### src/rtl/display_pkg.sv
// Shared types and helpers for the multiplexed display scan logic.
// Helpers work on the widest supported digit vector; callers narrow the result.
package display_pkg;

  localparam int unsigned BCD_W          = 4;
  localparam int unsigned NUM_DIGITS_DEF = 4;
  localparam int unsigned MAX_DIGITS     = 16;

  typedef logic [BCD_W-1:0] bcd_t;

  function automatic logic [MAX_DIGITS-1:0] onehot(input int unsigned idx);
    return MAX_DIGITS'(1) << idx;
  endfunction

  function automatic bcd_t digit_at(input logic [BCD_W*MAX_DIGITS-1:0] vec,
                                    input int unsigned k);
    return vec[k*BCD_W +: BCD_W];
  endfunction

endpackage

### src/rtl/scan_tick_gen.sv
// Free-running prescaler: o_tick is high for one cycle out of every SCAN_DIV.
module scan_tick_gen #(
  parameter int unsigned SCAN_DIV = 50000
) (
  input  logic clk,
  input  logic rst,
  output logic o_tick
);

  localparam int unsigned     CntW   = $clog2(SCAN_DIV);
  localparam logic [CntW-1:0] CntMax = CntW'(SCAN_DIV - 1);

  logic [CntW-1:0] r_cnt;

  assign o_tick = (r_cnt == CntMax);

  always_ff @(posedge clk or posedge rst) begin
    if (rst) begin
      r_cnt <= '0;
    end else if (o_tick) begin
      r_cnt <= '0;
    end else begin
      r_cnt <= r_cnt + 1'b1;
    end
  end

endmodule

### src/rtl/display_scan_ctrl.sv
// Scans committed BCD digits onto a shared registered decoder with one-hot digit select,
// frame-synchronous load commit, leading-zero blanking and whole-display blink.
module display_scan_ctrl
  import display_pkg::*;
#(
  parameter int unsigned NUM_DIGITS   = NUM_DIGITS_DEF,
  parameter int unsigned SCAN_DIV     = 50000,
  parameter int unsigned BLINK_FRAMES = 64
) (
  input  logic                        clk,
  input  logic                        rst,
  input  logic                        i_load,
  input  logic [BCD_W*NUM_DIGITS-1:0] i_digits_in,
  input  logic                        i_blank_lz,
  input  logic                        i_blink_en,
  output logic                        o_load_ack,
  output logic [BCD_W-1:0]            o_bcd_out,
  output logic [NUM_DIGITS-1:0]       o_dig_sel
);

  localparam int unsigned     IdxW   = (NUM_DIGITS > 1) ? $clog2(NUM_DIGITS) : 1;
  localparam logic [IdxW-1:0] IdxMax = IdxW'(NUM_DIGITS - 1);
  localparam int unsigned     BlkW   = (BLINK_FRAMES > 1) ? $clog2(BLINK_FRAMES) : 1;
  localparam logic [BlkW-1:0] BlkMax = BlkW'(BLINK_FRAMES - 1);

  logic                          w_tick;
  logic                          w_fb;
  logic                          w_commit;
  logic                          w_dark;
  logic                          w_upper_zero;
  logic [NUM_DIGITS-1:0]         w_lz_blank;
  logic [BCD_W*MAX_DIGITS-1:0]   w_active_ext;

  logic [IdxW-1:0]               r_idx;
  logic [IdxW-1:0]               r_idx_d;
  logic [BCD_W*NUM_DIGITS-1:0]   r_pending;
  logic                          r_pending_v;
  logic [BCD_W*NUM_DIGITS-1:0]   r_active;
  logic                          r_load_ack;
  logic [BCD_W-1:0]              r_bcd;
  logic [NUM_DIGITS-1:0]         r_dig_sel;
  logic                          r_live;
  logic [BlkW-1:0]               r_blink_cnt;
  logic                          r_blink_ph;

  scan_tick_gen #(
    .SCAN_DIV (SCAN_DIV)
  ) u_tick (
    .clk    (clk),
    .rst    (rst),
    .o_tick (w_tick)
  );

  assign w_fb     = w_tick & (r_idx == IdxMax);
  assign w_commit = w_fb & r_pending_v;

  always_comb begin
    w_active_ext = '0;
    w_active_ext[BCD_W*NUM_DIGITS-1:0] = r_active;
  end

  // Walk from the most significant digit down so each digit knows if all above it are zero.
  always_comb begin
    w_upper_zero = 1'b1;
    w_lz_blank   = '0;
    for (int k = NUM_DIGITS - 1; k >= 0; k--) begin
      w_upper_zero  = w_upper_zero & (digit_at(w_active_ext, unsigned'(k)) == '0);
      w_lz_blank[k] = i_blank_lz & w_upper_zero & (k != 0);
    end
  end

  assign w_dark = w_lz_blank[r_idx_d] | (i_blink_en & r_blink_ph);

  always_ff @(posedge clk or posedge rst) begin
    if (rst) begin
      r_idx   <= '0;
      r_idx_d <= '0;
    end else begin
      r_idx_d <= r_idx;
      if (w_tick) begin
        r_idx <= (r_idx == IdxMax) ? '0 : r_idx + 1'b1;
      end
    end
  end

  // A load coincident with the frame boundary refills pending after the old value commits.
  always_ff @(posedge clk or posedge rst) begin
    if (rst) begin
      r_pending   <= '0;
      r_pending_v <= 1'b0;
      r_active    <= '0;
      r_load_ack  <= 1'b0;
    end else begin
      if (i_load) begin
        r_pending   <= i_digits_in;
        r_pending_v <= 1'b1;
      end else if (w_commit) begin
        r_pending_v <= 1'b0;
      end
      if (w_commit) begin
        r_active <= r_pending;
      end
      r_load_ack <= w_commit;
    end
  end

  always_ff @(posedge clk or posedge rst) begin
    if (rst) begin
      r_blink_cnt <= '0;
      r_blink_ph  <= 1'b0;
    end else if (!i_blink_en) begin
      r_blink_cnt <= '0;
      r_blink_ph  <= 1'b0;
    end else if (w_fb) begin
      if (r_blink_cnt == BlkMax) begin
        r_blink_cnt <= '0;
        r_blink_ph  <= ~r_blink_ph;
      end else begin
        r_blink_cnt <= r_blink_cnt + 1'b1;
      end
    end
  end

  // r_live holds the display dark for the first edge so dig_sel lines up with decoder output.
  always_ff @(posedge clk or posedge rst) begin
    if (rst) begin
      r_live    <= 1'b0;
      r_bcd     <= '0;
      r_dig_sel <= '0;
    end else begin
      r_live    <= 1'b1;
      r_bcd     <= digit_at(w_active_ext, 32'(r_idx));
      r_dig_sel <= r_live ? (NUM_DIGITS'(onehot(32'(r_idx_d))) & {NUM_DIGITS{~w_dark}})
                          : '0;
    end
  end

  assign o_load_ack = r_load_ack;
  assign o_bcd_out  = r_bcd;
  assign o_dig_sel  = r_dig_sel;

endmodule

### config.mk
export PLATFORM = sky130hd
export DESIGN_NAME = display_scan_ctrl
export DESIGN_NICKNAME = d
export VERILOG_FILES = /design/src/rtl/display_pkg.sv /design/src/rtl/scan_tick_gen.sv /design/src/rtl/display_scan_ctrl.sv
export SDC_FILE = /design/constraint.sdc
export NUM_CORES = 1
export LEC_CHECK = 0
export ABC_CLOCK_PERIOD_IN_PS = 3400
export CAP_MARGIN = 0
export CELL_PAD_IN_SITES_DETAIL_PLACEMENT = 1
export CELL_PAD_IN_SITES_GLOBAL_PLACEMENT = 1
export CORE_MARGIN = 8
export CORE_UTILIZATION = 28
export CTS_CLUSTER_DIAMETER = 30
export DETAILED_ROUTE_END_ITERATION = 10
export PLACE_DENSITY_LB_ADDON = 0.1
export SLEW_MARGIN = 20
export SYNTH_ARGS = -nofsm -noshare
export SYNTH_HDL_FRONTEND = slang
export SYNTH_SLANG_ARGS = --single-unit
export TNS_END_PERCENT = 5
### constraint.sdc
create_clock -name clk -period 3.4 [get_ports clk]
set_clock_uncertainty 0.1 [all_clocks]
set_input_delay 0.68 -clock clk [delete_from_list [all_inputs] [get_ports clk]]
set_output_delay 0.68 -clock clk [all_outputs]
set_load 0.01 [all_outputs]
==> out/summary.txt, run 1 <==
Crit Path Category = flop to flop
crit path capture type = flop
unrepaired setup endpoints after global routing = false
fmax = 450.5 MHz
GRT Total Usage = 9.709%
final worst path period share = 65.28%
largest net degree at the start of global routing = 41
setup tns final = 0 ns
layout cells sized above 1 = 23.85%
post-DR wirelength/cell = 15.77 um
clk_lat worst skew = 0.35 ns
combinational fraction of design power = 4.6%
Clk pwr share = 42.3%
Cells after DPL = 380
Yosys reg bits = 70
EDFF count, synth = 0
cells after synthesis = 219
Syn Area/Cell = 13.65 sq um
final antenna-violating net count = 0
vias in the first global route = 2076
register area share after synthesis = 58.58%
# nets final = 279
die footprint = 14240 sq um
port bufs = 29
final instance area = 3632 sq um
final hold violation count = 0
wirelength, routed = 6.245 mm
clock buffer depth = 2
max_cap viols = 0
final core utilization = 35.03%
via density per instance = 4.563
# diodes = 0
DRT iter0 DRCs = 78
worst vdd rail ir drop = 0.2086 mV
Crit path largest cell delay = 0.52 ns
CTS Hold Bufs = 0
io pins = 30
clock tree from TritonCTS = built
Sw Ratio = 23.67%
Placement Cell Area = 3435 sq um
first-pass GRT wire length = 10.87 mm
Reg area = 1752 sq um
Starting Density = 28.84%
routed via count = 1807
H-tree levels = 3
total CTS buffers = 9
leakage = 1.672 nW
WP data arrival = 2.36 ns
delay-heaviest family, CP = simple AND/OR/NAND/NOR gates
worst path buffer plus inverter count = 1
WP data required = 3.54 ns
Residual DRC = 0
YS warnings = 0
first-pass iteration count of the detailed router = 4
sw power = 0.3837 mW
post_cts resized = 0
max_slew headroom = 44.36%
Die Wd = 119.3 um
area grow syn2layout = 21.46%
dpl ws = 1.024 ns
worst path cell trace = ha_1, and4_1, and4_1, buf_4, nand2_4, mux2_2
Synth cell types = 38
Post-Syn Area = 2990 sq um
crit path max-delay cell type = dfrtp_1
FFs w/ async S/R, synth = 100.0%
final setup fails = 0
Yosys top cell area share = 58.58%
hpwl dp = 4.318 mm
power density over the cells = 446.4 nW/um^2
Internal = 1.238 mW
Clock Tree Root = clkbuf_8
status = finished clean
Finished Layout Cells = 396
Worst-path clk slew = 0.08 ns
gr ovfl total = 0
Core ar. = 10370 sq um
min cycle time layout = 2.220 ns
CTS sink count = 70
pin slew with the least headroom to its limit = 0.8320 ns
Filler cells = 1126
final worst slack = 1.180 ns
Die Y = 119.3 um
synthesized net count = 243
dominant cell type by area after synthesis = dfrtp_1
RePlAce Congestion = 0.6493
setup repair bufs after CTS = 0
Slew Limit Fails = 0
Flop pwr share = 53.1%
area of the multi-input gates = 1172 sq um
antenna violations before repair = 0
prevailing post-synth register cell = dfrtp_1
worst min-delay path class = flop to flop
critical path launch point type = flop
Row Count = 37
cell mode on critical path = and4_1
ranking of synthesized cells by area = dfrtp_1, mux2_2, mux2_4
CP Max Fanout = 16
final cells by class:
cell class	count	area share, %
well taps	136	4.685
inverters	4	0.4134
clock buffers	10	3.514
multi-input cells	138	32.28
flip-flops and latches	70	48.23
clock inverters	6	1.929
repair buffers	32	8.956
routing by layer:
layer	GRT usage [%]	vias to the layer above	share of wire, %
met3	3.968	7	3.9
met2	14.89	29	47
li1	-	853	-
met1	12.06	918	48
met4	3.513	0	1.2
met5	0	-	0
logic make-up after synthesis:
| group | Yosys count | share of synthesized area, % |
|---|---|---|
| XOR/XNOR | 13 | 3.808 |
| flip-flops | 70 | 58.58 |
| AND/OR/NAND/NOR | 68 | 13.35 |
| other | 1 | 0.1254 |
| buffers and inverters | 11 | 2.217 |
| adder cells (fa/ha/maj) | 3 | 1.255 |
| multiplexers | 40 | 17.70 |
| AO/OA/AOI/OAI | 13 | 2.971 |
through the flow:
| stage | hold slack, ns | total power [mW] |
|---|---|---|
| after floorplan | 0.2781 | 0.9148 |
| after global placement | 0.3703 | 0.9552 |
| after detailed placement | 0.3717 | 0.9564 |
| after CTS | 0.3844 | 1.651 |
| after global routing | 0.4047 | 1.698 |
| final | 0.3789 | 1.621 |
final timing paths:
path                                       start                to  slack, ns  cells past startpoint
min in group asynchronous                    rst    r_blink_cnt[2]       0.47                      2
worst max-delay path                    r_idx[0]      r_active[12]       1.18                      6
worst max register to register          r_idx[0]      r_active[12]       1.18                      6
worst min-delay path            u_tick.r_cnt[15]  u_tick.r_cnt[15]       0.38                      1
max in group asynchronous                    rst      r_active[13]       2.17                      3
worst min register to register  u_tick.r_cnt[15]  u_tick.r_cnt[15]       0.38                      1
flip-flops by register name (all words and copies together) (netlist names):
name,count
r_idx_d,2
o_bcd_out,4
r_blink_ph,1
r_live,1
r_idx,2
o_dig_sel,4
o_load_ack,1
u_tick.r_cnt,16
r_pending_v,1
r_active,16
r_blink_cnt,6
r_pending,16
layout by cell type, fill, tap and decap left out, types with 4 or more instances in the layout:
cell             Yosys  layout
and3_1               6       6
clkbuf_8             0       9
clkdlybuf4s50_1      0      29
dfrtp_1             70      70
mux2_2              23      23
mux2_4              10      10
mux4_2               4       4
nand2_1             13      13
nand3_1              8       8
nor2_1              13      13
nor4_1               6       6
xnor2_1              8       8
xor2_1               5       5
synth_stat cells, types with 2 or more instances:
master and count:
a21boi_0 3, a21oi_1 2, a31o_2 2, and3_1 6, and4_1 3, and4b_1 2, and4bb_2 2, clkbuf_1 3
dfrtp_1 70, ha_1 3, inv_1 4, mux2_2 23, mux2_4 10, mux2i_1 3, mux4_2 4, nand2_1 13
nand2b_1 2, nand3_1 8, nand4_1 3, nor2_1 13, nor3_1 3, nor3b_1 2, nor4_1 6, o21ai_0 3
or3_1 2, xnor2_1 8, xor2_1 5
power groups by stage:
stage          clock, mW  sequential [mW]  combinational [mW]
2_1_floorplan          0            0.876              0.0392
3_3_place_gp           0            0.879              0.0762
3_5_place_dp           0            0.880              0.0769
4_1_cts            0.711            0.863              0.0771
5_1_grt            0.750            0.865              0.0832
6_report           0.685            0.862              0.0743
No activity file was read; power rests on OpenSTA's default activity.
==> run 2, diff against run 1 <==
--- a/config.mk
+++ b/config.mk
@@ -5,7 +5,7 @@
 export SDC_FILE = /design/constraint.sdc
 export NUM_CORES = 1
 export LEC_CHECK = 0
-export ABC_CLOCK_PERIOD_IN_PS = 3400
+export ABC_CLOCK_PERIOD_IN_PS = 2100
 export CAP_MARGIN = 0
 export CELL_PAD_IN_SITES_DETAIL_PLACEMENT = 1
 export CELL_PAD_IN_SITES_GLOBAL_PLACEMENT = 1
==> constraint.sdc (replaced) <==
create_clock -name clk -period 2.1 [get_ports clk]
set_clock_uncertainty 0.1 [all_clocks]
set_input_delay 0.42 -clock clk [delete_from_list [all_inputs] [get_ports clk]]
set_output_delay 0.42 -clock clk [all_outputs]
set_load 0.01 [all_outputs]
==> run 2 against run 1 <==
Die area did not move. Non-clock buffer count rose by 7. Worst setup slack got worse by 0.99 ns. Critical path type unchanged.
==> out/summary.txt, run 2 (synthesis results as in run 1) <==
status = finished clean
leakage = 1.689 nW
Slew Limit Fails = 0
routed via count = 1838
# nets final = 286
area grow syn2layout = 22.47%
CTS sink count = 70
worst vdd rail ir drop = 0.2655 mV
Reg area = 1752 sq um
first-pass iteration count of the detailed router = 2
Placement Cell Area = 3491 sq um
wirelength, routed = 6.310 mm
setup repair bufs after CTS = 0
setup tns final = 0 ns
unrepaired setup endpoints after global routing = false
Die Y = 119.3 um
final worst path period share = 90.69%
largest net degree at the start of global routing = 71
max_cap viols = 0
antenna violations before repair = 0
area of the multi-input gates = 1172 sq um
final hold violation count = 0
WP data required = 2.23 ns
Residual DRC = 0
worst min-delay path class = flop to flop
final antenna-violating net count = 0
Worst Hold Depth = 1
crit path capture type = flop
post_cts resized = 0
GRT Total Usage = 9.672%
WP data arrival = 2.03 ns
critical path launch point type = flop
CTS Hold Bufs = 0
CP Max Fanout = 16
io pins = 30
final instance area = 3662 sq um
RePlAce Congestion = 0.6869
fmax = 525.1 MHz
min cycle time layout = 1.905 ns
hpwl dp = 4.325 mm
Clock Tree Root = clkbuf_8
r2r worst-path depth = 5
layout cells sized above 1 = 25.94%
Die Wd = 119.3 um
gr ovfl total = 0
via density per instance = 4.572
total CTS buffers = 9
post-DR wirelength/cell = 15.70 um
final core utilization = 35.32%
Row Count = 37
final setup fails = 0
die footprint = 14240 sq um
clock buffer depth = 2
registers with the most flip-flops = r_active (16), r_pending (16), u_tick.r_cnt (16)
Core ar. = 10370 sq um
clock tree from TritonCTS = built
clk_lat worst skew = 0.35 ns
power density over the cells = 680.0 nW/um^2
DRT iter0 DRCs = 76
commonest non-fill, non-tap cell in the layout = dfrtp_1
H-tree levels = 3
Starting Density = 28.84%
Filler cells = 1128
vias in the first global route = 2032
Crit Path Category = flop to flop
most frequent cells in the layout = dfrtp_1, clkdlybuf4s50_1, mux2_2, nand2_1, nor2_1
# diodes = 0
first-pass GRT wire length = 10.83 mm
port bufs = 29
Worst-path clk slew = 0.07 ns
## run 2: final timing paths
path	startpoint	to	slack [ns]
setup reg to reg	u_tick.r_cnt[0]	r_active[12]	0.20
hold reg to reg	u_tick.r_cnt[0]	u_tick.r_cnt[0]	0.38
setup / recovery	u_tick.r_cnt[0]	r_active[12]	0.20
hold / removal	u_tick.r_cnt[0]	u_tick.r_cnt[0]	0.38
min in group asynchronous	rst	r_blink_cnt[5]	0.41
max in group asynchronous	rst	r_active[0]	1.17
## run 2: critical path: stages (launching register included)
cell,delay [ns]
dfrtp_1,0.41
ha_1,0.25
and4_1,0.17
and4_1,0.24
nand2_4,0.25
mux2_2,0.37
## run 2: stage by stage
step / std cells / hold slack (ns) / power [mW] / setup WS (ns)
final: 402 / 0.3845 / 2.490 / 0.1954
after global routing: 402 / 0.4111 / 2.616 / 0.03029
after CTS: 402 / 0.3889 / 2.552 / 0.1664
after detailed placement: 387 / 0.3806 / 1.555 / 0.1782
after global placement: 387 / 0.3655 / 1.553 / 0.2059
after floorplan: 219 / 0.2781 / 1.482 / 0.1877
## run 2: metal layers
metal  vias to the layer above  GRT usage (%)  share of wire (%)
li1                        868              -                  -
met1                       936          11.81                 47
met2                        26          15.28                 49
met3                         8          3.684                3.1
met4                         0          3.513                1.5
met5                         -              0                  0
## run 2: layout make-up
cell class              count  share of cell area [%]
flip-flops and latches     70                   47.83
multi-input cells         138                   32.01
repair buffers             39                   10.32
well taps                 136                   4.646
clock buffers               9                   3.382
clock inverters             6                   1.298
inverters                   4                  0.5125
## run 2: report_power, final
group	internal, mW	switching (mW)	total [mW]
registers	1.38	0.0174	1.40
clock network	0.427	0.543	0.970
logic	0.0728	0.0510	0.124
==> run 3, diff against run 2 <==
--- a/config.mk
+++ b/config.mk
@@ -5,11 +5,9 @@
 export SDC_FILE = /design/constraint.sdc
 export NUM_CORES = 1
 export LEC_CHECK = 0
-export ABC_CLOCK_PERIOD_IN_PS = 2100
 export CAP_MARGIN = 0
 export CELL_PAD_IN_SITES_DETAIL_PLACEMENT = 1
 export CELL_PAD_IN_SITES_GLOBAL_PLACEMENT = 1
-export CORE_MARGIN = 8
 export CORE_UTILIZATION = 28
 export CTS_CLUSTER_DIAMETER = 30
 export DETAILED_ROUTE_END_ITERATION = 10
@@ -18,4 +16,4 @@
 export SYNTH_ARGS = -nofsm -noshare
 export SYNTH_HDL_FRONTEND = slang
 export SYNTH_SLANG_ARGS = --single-unit
-export TNS_END_PERCENT = 5
+export TNS_END_PERCENT = 30
==> run 3 against run 2 <==
Global-route usage rose by 2.8 points. Total power rose by 9.2%. Critical path depth did not move. Register-to-register slack got worse by 0.02 ns. Cell count rose by 0.50%. Die area fell by 22%. Critical endpoint is now r_active[14].
==> out/summary.txt, run 3 (synthesis results as in run 1) <==
post_cts resized = 0
Residual DRC = 0
# diodes = 0
antenna violations before repair = 0
layout cells sized above 1 = 25.75%
Crit Path Category = flop to flop
unrepaired setup endpoints after global routing = false
GRT Total Usage = 12.47%
fmax = 520.2 MHz
DRT iter0 DRCs = 34
min cycle time layout = 1.922 ns
worst min-delay path class = input pin to asynchronous set/reset pin
registers with the most flip-flops = r_active (16), r_pending (16), u_tick.r_cnt (16)
clk_lat worst skew = 0.34 ns
clock buffer depth = 2
commonest non-fill, non-tap cell in the layout = dfrtp_1
final antenna-violating net count = 0
total CTS buffers = 9
worst hold slack = 0.2747 ns
clock tree from TritonCTS = built
first-pass GRT wire length = 10.54 mm
wirelength, routed = 6.133 mm
Row Count = 37
via density per instance = 4.530
final worst slack = 0.1775 ns
setup tns final = 0 ns
hpwl dp = 4.289 mm
Die Y = 105.3 um
routed via count = 1830
gr ovfl total = 0
largest net degree at the start of global routing = 35
final worst path period share = 91.55%
setup repair bufs after CTS = 0
# nets final = 287
most frequent cells in the layout = dfrtp_1, clkdlybuf4s50_1, mux2_2, nand2_1, nor2_1
CTS Hold Bufs = 0
reg2reg start = u_tick.r_cnt[0]
WP data required = 2.23 ns
power density over the cells = 729.8 nW/um^2
vias in the first global route = 1951
crit path capture type = flop
Worst-path clk slew = 0.08 ns
total chip power = 2.719 mW
final hold violation count = 0
critical path launch point type = flop
leakage = 1.724 nW
die footprint = 11100 sq um
Die Wd = 105.3 um
post-DR wirelength/cell = 15.18 um
RePlAce Congestion = 0.6647
CP Max Fanout = 16
port bufs = 29
final setup fails = 0
H-tree levels = 3
Starting Density = 28.97%
Clock Tree Root = clkbuf_8
Slew Limit Fails = 0
max_cap viols = 0
area grow syn2layout = 24.60%
CTS sink count = 70
first-pass iteration count of the detailed router = 4
worst vdd rail ir drop = 0.2339 mV
worst flop-to-flop path endpoint = r_active[14]
Core ar. = 10320 sq um
status = finished clean
WP data arrival = 2.05 ns
r2r setup slk = 0.18 ns
r2r worst-path depth = 5
dpl ws = 0.1850 ns
io pins = 30
-- run 3: cell count changes in the layout (fill, tap and decap cells not counted), sizes merged --
| cell | delta |
|---|---|
| bufinv | +2 |
| clkbuf | +2 |
| clkinvlp | -2 |
| buf | +1 |
| inv | -1 |
-- run 3: layout make-up --
cell class | count | area [sq um]
clock buffer | 11 | 131.4
clock inverter | 5 | 83.83
fill | 1097 | 6598
inverter | 4 | 18.77
multi-input combinational | 138 | 1172
sequential | 70 | 1752
tap | 136 | 170.2
timing repair buffer | 40 | 397.9
-- run 3: how the worst max path moves through the flow --
stage / cells past startpoint / slack (ns) / endpoint / from
6_report: 5 / 0.18 / r_active[14] / u_tick.r_cnt[0]
5_1_grt: 4 / 0.09 / r_active[8] / u_tick.r_cnt[11]
4_1_cts: 5 / 0.18 / r_active[14] / u_tick.r_cnt[0]
3_5_place_dp: 5 / 0.18 / r_active[15] / u_tick.r_cnt[0]
3_3_place_gp: 5 / 0.21 / r_active[10] / r_idx[0]
2_1_floorplan: 7 / 0.19 / r_active[0] / r_idx[1]
-- run 3: through the flow --
stage	area [sq um]	util [%]	cells
after floorplan	2994	-	219
after global placement	3511	34.01	388
after detailed placement	3511	34.01	388
after CTS	3726	36.09	404
after global routing	3726	36.09	404
final	3726	36.09	404
-- run 3: worst max-delay path: stages, from the launching register on --
cell and delay, ns:
dfrtp_1 0.41, ha_1 0.25, and4_1 0.17, and4_1 0.24, nand2_4 0.26, mux2_2 0.38
-- run 3: metal layers --
metal  part of all wire, %  global-route usage, %  wire (um)  up-vias
met4                   1.6                  5.433         96        0
li1                      -                      -          -      868
met2                    47                  18.84       2872       24
met1                    49                  17.35       3033      930
met3                   2.1                  2.412        131        8
met5                     0                      0          0        -
-- run 3: power by group --
part | switching, mW | total, mW | internal [mW]
combinational | 0.0525 | 0.128 | 0.0753
sequential | 0.0177 | 1.40 | 1.38
clock | 0.522 | 1.19 | 0.672
total | 0.592 | 2.72 | 2.13
